===== src/rtl/dsa_pixel_store_simd.sv =====
// Pixel write-back unit: takes SIMD_WIDTH-lane pixel vectors for one horizontal run
// and writes the in-bounds lanes to pixel memory one byte per cycle. A one-entry
// pending slot lets the producer hand over the next vector while the current drains.
module dsa_pixel_store_simd #(
    parameter int ADDR_WIDTH = 18,   // pixel memory byte-address width (at most 32)
    parameter int SIMD_WIDTH = 4     // pixels per vector, power of 2 in 2..8
) (
    input  logic                    i_clk,
    input  logic                    i_rst_n,
    input  logic                    i_in_valid,
    output logic                    o_in_ready,
    input  logic [15:0]             i_dst_x,
    input  logic [15:0]             i_dst_y,
    input  logic [8*SIMD_WIDTH-1:0] i_pix,
    input  logic [15:0]             i_out_width,
    input  logic [ADDR_WIDTH-1:0]   i_img_base_addr,
    output logic                    o_mem_write_en,
    output logic [ADDR_WIDTH-1:0]   o_mem_addr,
    output logic [7:0]              o_mem_wdata,
    input  logic                    i_mem_wait,
    input  logic                    i_cnt_clear,
    output logic                    o_vec_done,
    output logic [23:0]             o_pix_count,
    output logic                    o_busy
);

    localparam int LANE_W = $clog2(SIMD_WIDTH);

    typedef enum logic [1:0] {
        ST_IDLE  = 2'd0,
        ST_ADDR  = 2'd1,
        ST_WRITE = 2'd2,
        ST_DONE  = 2'd3
    } state_t;

    state_t                  r_state;
    state_t                  w_state_next;

    // Current vector being written and the pending vector waiting behind it
    logic [15:0]             r_cur_x;
    logic [15:0]             r_cur_y;
    logic [8*SIMD_WIDTH-1:0] r_cur_pix;
    logic                    r_pend_v;
    logic [15:0]             r_pend_x;
    logic [15:0]             r_pend_y;
    logic [8*SIMD_WIDTH-1:0] r_pend_pix;

    logic [ADDR_WIDTH-1:0]   r_row_base;
    logic [SIMD_WIDTH-1:0]   r_mask;
    logic [23:0]             r_pix_count;

    logic                    w_accept;
    logic                    w_to_cur;
    logic                    w_wr_done;
    logic [SIMD_WIDTH-1:0]   w_lane_in_bounds;
    logic [SIMD_WIDTH-1:0]   w_lane_onehot;
    logic [SIMD_WIDTH-1:0]   w_mask_after;
    logic [LANE_W-1:0]       w_lane;
    logic [31:0]             w_row_base_full;

    assign w_accept  = i_in_valid && !r_pend_v;
    // The current slot is free only when idle, or when the vector is finishing and nothing waits
    assign w_to_cur  = (r_state == ST_IDLE) || ((r_state == ST_DONE) && !r_pend_v);
    assign w_wr_done = (r_state == ST_WRITE) && !i_mem_wait;

    // Lane clip test in 17 bits so dst_x+i cannot wrap past 0xFFFF
    generate
        for (genvar gi = 0; gi < SIMD_WIDTH; gi++) begin : g_bounds
            assign w_lane_in_bounds[gi] = ({1'b0, r_cur_x} + 17'(gi)) < {1'b0, i_out_width};
        end
    endgenerate

    // Address arithmetic done in 32 bits then truncated to the memory width
    assign w_row_base_full = 32'(i_img_base_addr) + (32'(r_cur_y) * 32'(i_out_width)) + 32'(r_cur_x);

    // Isolate the lowest remaining lane; clipped lanes are never in the mask so cost no cycles
    assign w_lane_onehot = r_mask & (~r_mask + 1'b1);
    assign w_mask_after  = r_mask & ~w_lane_onehot;

    // Encode the one-hot lane select into an index
    always_comb begin
        w_lane = '0;
        for (int i = 0; i < SIMD_WIDTH; i++) begin
            if (w_lane_onehot[i]) begin
                w_lane = LANE_W'(i);
            end
        end
    end

    // State register
    always_ff @(posedge i_clk or negedge i_rst_n) begin
        if (!i_rst_n) begin
            r_state <= ST_IDLE;
        end else begin
            r_state <= w_state_next;
        end
    end

    // Next-state logic
    always_comb begin
        w_state_next = r_state;
        case (r_state)
            ST_IDLE:  if (w_accept) w_state_next = ST_ADDR;
            ST_ADDR:  w_state_next = (w_lane_in_bounds == '0) ? ST_DONE : ST_WRITE;
            ST_WRITE: if (w_wr_done && (w_mask_after == '0)) w_state_next = ST_DONE;
            ST_DONE:  w_state_next = (r_pend_v || w_accept) ? ST_ADDR : ST_IDLE;
            default:  w_state_next = ST_IDLE;
        endcase
    end

    // Outputs decoded from registered state only; address/data forced to 0 when not writing
    always_comb begin
        o_mem_write_en = 1'b0;
        o_mem_addr     = '0;
        o_mem_wdata    = '0;
        o_vec_done     = 1'b0;
        if (r_state == ST_WRITE) begin
            o_mem_write_en = 1'b1;
            o_mem_addr     = r_row_base + ADDR_WIDTH'(w_lane);
            o_mem_wdata    = r_cur_pix[{w_lane, 3'b000} +: 8];
        end
        if (r_state == ST_DONE) begin
            o_vec_done = 1'b1;
        end
    end

    assign o_in_ready  = !r_pend_v;
    assign o_busy      = (r_state != ST_IDLE) || r_pend_v;
    assign o_pix_count = r_pix_count;

    // Slot management: load current directly when free, otherwise park in pending
    always_ff @(posedge i_clk or negedge i_rst_n) begin
        if (!i_rst_n) begin
            r_cur_x    <= '0;
            r_cur_y    <= '0;
            r_cur_pix  <= '0;
            r_pend_v   <= 1'b0;
            r_pend_x   <= '0;
            r_pend_y   <= '0;
            r_pend_pix <= '0;
        end else begin
            if (w_accept && w_to_cur) begin
                r_cur_x   <= i_dst_x;
                r_cur_y   <= i_dst_y;
                r_cur_pix <= i_pix;
            end else if (w_accept) begin
                r_pend_v   <= 1'b1;
                r_pend_x   <= i_dst_x;
                r_pend_y   <= i_dst_y;
                r_pend_pix <= i_pix;
            end else if ((r_state == ST_DONE) && r_pend_v) begin
                r_cur_x   <= r_pend_x;
                r_cur_y   <= r_pend_y;
                r_cur_pix <= r_pend_pix;
                r_pend_v  <= 1'b0;
            end
        end
    end

    // Row base and lane mask latched in ST_ADDR; mask bits retire as writes complete
    always_ff @(posedge i_clk or negedge i_rst_n) begin
        if (!i_rst_n) begin
            r_row_base <= '0;
            r_mask     <= '0;
        end else if (r_state == ST_ADDR) begin
            r_row_base <= w_row_base_full[ADDR_WIDTH-1:0];
            r_mask     <= w_lane_in_bounds;
        end else if (w_wr_done) begin
            r_mask     <= w_mask_after;
        end
    end

    // Completed-write counter; clear wins over a same-cycle completion
    always_ff @(posedge i_clk or negedge i_rst_n) begin
        if (!i_rst_n) begin
            r_pix_count <= '0;
        end else if (i_cnt_clear) begin
            r_pix_count <= '0;
        end else if (w_wr_done) begin
            r_pix_count <= r_pix_count + 24'd1;
        end
    end

endmodule


===== config.mk =====
export PLATFORM = sky130hd
export DESIGN_NAME = dsa_pixel_store_simd
export DESIGN_NICKNAME = d
export VERILOG_FILES = /design/src/rtl/dsa_pixel_store_simd.sv
export SDC_FILE = /design/constraint.sdc
export NUM_CORES = 1
export LEC_CHECK = 0
export ABC_AREA = 1
export CAP_MARGIN = 0
export CORE_MARGIN = 2
export CORE_UTILIZATION = 55
export CTS_BUF_LIST = sky130_fd_sc_hd__clkbuf_16
export DETAILED_ROUTE_END_ITERATION = 6
export GPL_TIMING_DRIVEN = 0
export PLACE_DENSITY = 0.73
export SYNTH_ARGS = -nofsm -noshare
export SYNTH_HDL_FRONTEND = slang
export SYNTH_SLANG_ARGS = --single-unit

===== constraint.sdc =====
create_clock -name i_clk -period 7.1 [get_ports i_clk]
set_clock_uncertainty 0.2 [all_clocks]
set_input_delay 2.13 -clock i_clk [delete_from_list [all_inputs] [get_ports i_clk]]
set_output_delay 2.13 -clock i_clk [all_outputs]
set_load 0.02 [all_outputs]

=== Yosys cells after proc, flatten, opt, wreduce, memory -nomap -nowiden ===
Index checks and enable logic that the tools add are counted.

* Flip-flop bits (word level): 177
* Input bits: 103

* Add/sub/neg operators: 8
* Multipliers: 1
* Magnitude comparators: 4
* Equal/unequal tests: 6
* Shifts and indexed selects: 1
* Muxes and demuxes: 27
* Bitwise operators: 5
* Reductions and logical operators: 23

{| class="wikitable"
|+ Operator list
! operator !! number
|-
| $mux 16 || 6
|-
| $mux 32 || 3
|-
| $lt 17x16->1 || 3
|-
| $mux 24 || 2
|-
| $add 16x2->17 const B || 2
|-
| $shiftx 32x6->8 || 1
|-
| $add 24x1->24 const B || 1
|-
| $add 18x16->18 || 1
|-
| $add 18x18->18 || 1
|-
| $add 18x2->18 || 1
|-
| $mul 16x16->18 || 1
|-
| $mux 18 || 1
|-
| $add 16x1->17 const B || 1
|-
| $lt 16x16->1 || 1
|-
| $reduce_bool 2->1 || 5
|-
| $and 4x4->4 || 2
|-
| $logic_not 4->1 || 2
|-
| $mux 2 || 4
|-
| $mux 4 || 2
|-
| $mux 8 || 1
|-
| $not 4->4 || 2
|-
| $pmux 2 s4 || 1
|-
| $reduce_and 2->1 || 4
|-
| $mux 1 || 7
|-
| other kinds (10) || 20
|}

=== Longest topological paths before layout ===
* Word-level depth: 9
* Mapped depth: 28
* Gate-level depth less buffers: 26

=== Worst setup path after synthesis ===
Ideal clock, no wire load.

* Kind: input to register
* Start: input i_out_width[3]
* End: register r_row_base[14]
* Arrival: 7.045 ns
* Data required time: 6.764 ns
* Slack: -0.281 ns
* Stages: 23
* Cells stage by stage: clkbuf_1 -> clkbuf_1 -> nand2_1 -> inv_1 -> fa_1 -> inv_1 -> fa_1 -> fa_1 -> fa_1 -> inv_1 -> fa_1 -> inv_1 -> fa_1 -> inv_1 -> ha_1 -> a21o_1 -> a21oi_1 -> nand3_1 -> nand3_1 -> nand2_1 -> or2_2 -> nand3_1 -> o21ai_0

* Longest elaborated chain between the ends: 3

{| class="wikitable"
|+ Ends and longest elaborated chain
! what !! line !! source
|-
| from (decl) || 15 || <nowiki>input logic [15:0] i_out_width,</nowiki>
|-
| $mul 16x16->18 || 74 || <nowiki>assign w_row_base_full = 32'(i_img_base_addr) + (32'(r_cur_y) * 32'(i_out_width)) + 32'(r_cur_x);</nowiki>
|-
| $add 18x18->18 || 74 ||
|-
| $add 18x16->18 || 74 ||
|-
| to (signal assigned) || 166 || <nowiki>r_row_base <= w_row_base_full[ADDR_WIDTH-1:0];</nowiki>
|-
| to (decl) || 48 || <nowiki>logic [ADDR_WIDTH-1:0] r_row_base;</nowiki>
|}

Every way passes these cells.
A chain may end at the register's enable or synchronous reset.

=== Worst setup path after layout ===
* Start: input i_out_width[4]
* End: register r_row_base[17]

The elaborated chain is that of the path after synthesis.

==> metrics <==
first-pass GRT wire length 73500 um; multiplexer share of the synthesized area 4.33%; endpoints failing setup 0; crit start category primary input; TritonCTS clock tree built; Tightest Pin Transition 0.813 ns; FF+latch count, synth 177; Synth Instances 2121; post-DR wirelength/cell 16.7 um; Relative slew margins 45.8%; I/O pins 157; Skew-Pair Late Insertion Delay 0.45 ns; commonest cells after routing, fill and taps aside 450 x nand2_1, 448 x inv_1, 177 x dfrtp_1; clock sink count 177; GR Util All Layers 29.8%; main combinational cell family by area after synthesis adder cells; drt first pass iters 5; Worst Path Arrival 7.15 ns; Required @ worst endpoint 7.23 ns; routed vias 14600; total gr overflow 0; area growth from synthesis to layout 17.8%; CTS max path bufs 2; HPWL Detailed 36400 um; Max Fclk 0.142 GHz; adder-cell share of the synthesized area 26.2%; Core Region 29700 sq um; Initial Util 56.0%; crit path kind in2reg; CTS clk-pin slew, worst paths 0.07 ns; routability congestion estimate 0.927; Inst Count DP 2658; final critical-path share of the clock period 98.9%; vias in the first global route 15000; minimum clock period 7.02 ns; worst setup margin 0.0805 ns; Final Non-Filler Cells 2703; final setup TNS 0 ns; Post-synth EDFFs 0; pin count of the biggest net entering global routing 113; vias per std cell 5.39; crit-path max FO 8; post-synthesis sequential area ratio 26.6%; Hold Fails Final Rpt 0; top_reg_cell synth dfrtp_1; Num CTS Buffers 17; CP Cell Sequence buf_4 -> buf_8 -> nand2_1 -> inv_1 -> fa_1 -> inv_1 -> fa_1 -> fa_1 -> inv_1 -> fa_1 -> fa_1 -> inv_1 -> fa_1 -> inv_1 -> ha_4 -> a21o_1 -> a31oi_1 -> a21boi_2 -> o21ai_4 -> inv_1 -> nand3_1 -> nand3_2 -> nand2_1; IO buf count 146; DR iter-0 viols 1137; RSZ-0062 raised after global routing true; Synthesis Warnings 0; Detail Route Antenna Nets 0; Synth Area in Compound Gates 10.1%; die area 31700 sq um; H-tree depth 4; layout cell share with drive strength beyond 1 8.82%; final WL 45200 um; # rows 63; fraction of registers with async set/reset 100%; Place WS -1.54 ns; outcome completed; commonest non-fill, non-tap cell in the layout nand2_1; design area 19600 sq um; Setup crit end kind register; Slowest cell on crit path fa_1; syn nets 2489; layout net count 2667; Post-Synth XOR/XNOR Area 2.37%; Hold Crit Class reg2reg; DRC viols 0; Root Driver clkbuf_16; MaxCap Viol Count 0; initial antenna violation count 1; Final Slew Violations 0; CP peak stage delay 0.55 ns; unique cell type count in the Yosys netlist 45; die extent in x 178 um; Mapped Area 16600 sq um; Post-Synth Simple-Gate Area 17.9%; placed inst area 18700 sq um; Avg Cell Area, Syn 7.85 sq um; Die Ht 178 um
-- layout make-up --
class	instances	area (sq um)
Clock inverter	15	184
Fill cell	2559	10100
Inverter	463	1740
Clock buffer	17	425
Buffer	82	433
Timing Repair Buffer	161	1590
Tap cell	390	488
Multi-Input combinational cell	1397	10300
Antenna cell	1	2.50
Sequential cell	177	4430
-- worst paths after layout --
check / from / to / slack, ns / cells after the start
worst max-delay path: i_out_width[4] / r_row_base[17] / 0.08 / 23
worst min-delay path: r_row_base[0] / r_row_base[0] / 0.29 / 2
worst max register to register: r_cur_y[0] / r_row_base[17] / 0.82 / 21
worst min register to register: r_row_base[0] / r_row_base[0] / 0.29 / 2
max in group asynchronous: i_rst_n / r_pend_x[0] / 4.26 / 2
min in group asynchronous: i_rst_n / r_cur_y[11] / 1.45 / 1
-- synth_stat cells (all sizes together), types with 19 or more instances --
master / number / share of area [%]
o21ai: 111 / 3.3
nor2: 151 / 3.7
nand4: 19 / 0.80
clkbuf: 65 / 1.5
inv: 460 / 10
mux2: 64 / 4.3
nor3: 25 / 0.91
nand2: 454 / 10
xor2: 41 / 2.2
buf: 19 / 0.55
fa: 140 / 17
a21oi: 95 / 2.9
ha: 125 / 9.4
dfrtp: 177 / 27
nand3: 59 / 1.8
o22ai: 33 / 1.2
a31oi: 38 / 1.4
-- stage by stage --
step | utilization, % | hold slack [ns]
2_1_floorplan | - | 0.248
3_3_place_gp | 62.9 | 0.279
3_5_place_dp | 63.0 | 0.276
4_1_cts | 65.5 | 0.292
5_1_grt | 66.0 | 0.313
6_report | 66.0 | 0.293
-- worst max-delay path, delay by kind of cell --
family | cells | cell delay (ns)
and+or+nand+nor | 4 | 0.36
adders and majority gates | 7 | 3.34
buffers and inverters | 8 | 0.65
AOI/OAI and AO/OA | 4 | 0.64
-- flip-flops by register name, indices dropped and copies added (netlist names) --
register,cells
r_pend_pix,32
r_pend_y,16
r_cur_pix,32
r_pend_v,1
r_pend_x,16
r_state,2
r_cur_y,16
r_row_base,18
o_pix_count,24
r_mask,4
r_cur_x,16
-- cells by family (layout without fill, tap and decap cells) --
logic type | after synthesis | after routing
AOI/OAI and AO/OA | 303 | 303
xor gates and xnor gates | 45 | 45
adders and majority gates | 265 | 265
buffers and inverters | 547 | 738
DFF | 177 | 177
muxes | 64 | 64
other | 0 | 1
and+or+nand+nor | 720 | 720
-- repair_timing --
item / 4_1_cts / 5_1_grt
cloned: 0 / 1
gates resized for setup: 40 / 60
pin swaps: 9 / 28
buffers inserted: 4 / 9
setup endpoints to repair: 10 / 8
hold buffers: 0 / 0
-- layer usage --
| metal | GRT usage, % | vias to the layer above | routed length [um] |
|---|---|---|---|
| li1 | - | 6968 | - |
| met1 | 38.6 | 7064 | 19300 |
| met2 | 50.0 | 442 | 21700 |
| met3 | 5.22 | 90 | 2790 |
| met4 | 11.1 | 0 | 1380 |
| met5 | 0 | - | 0 |
Power is not shown: default switching activity piles up to over one toggle a cycle in this logic, so the estimate is an artifact.
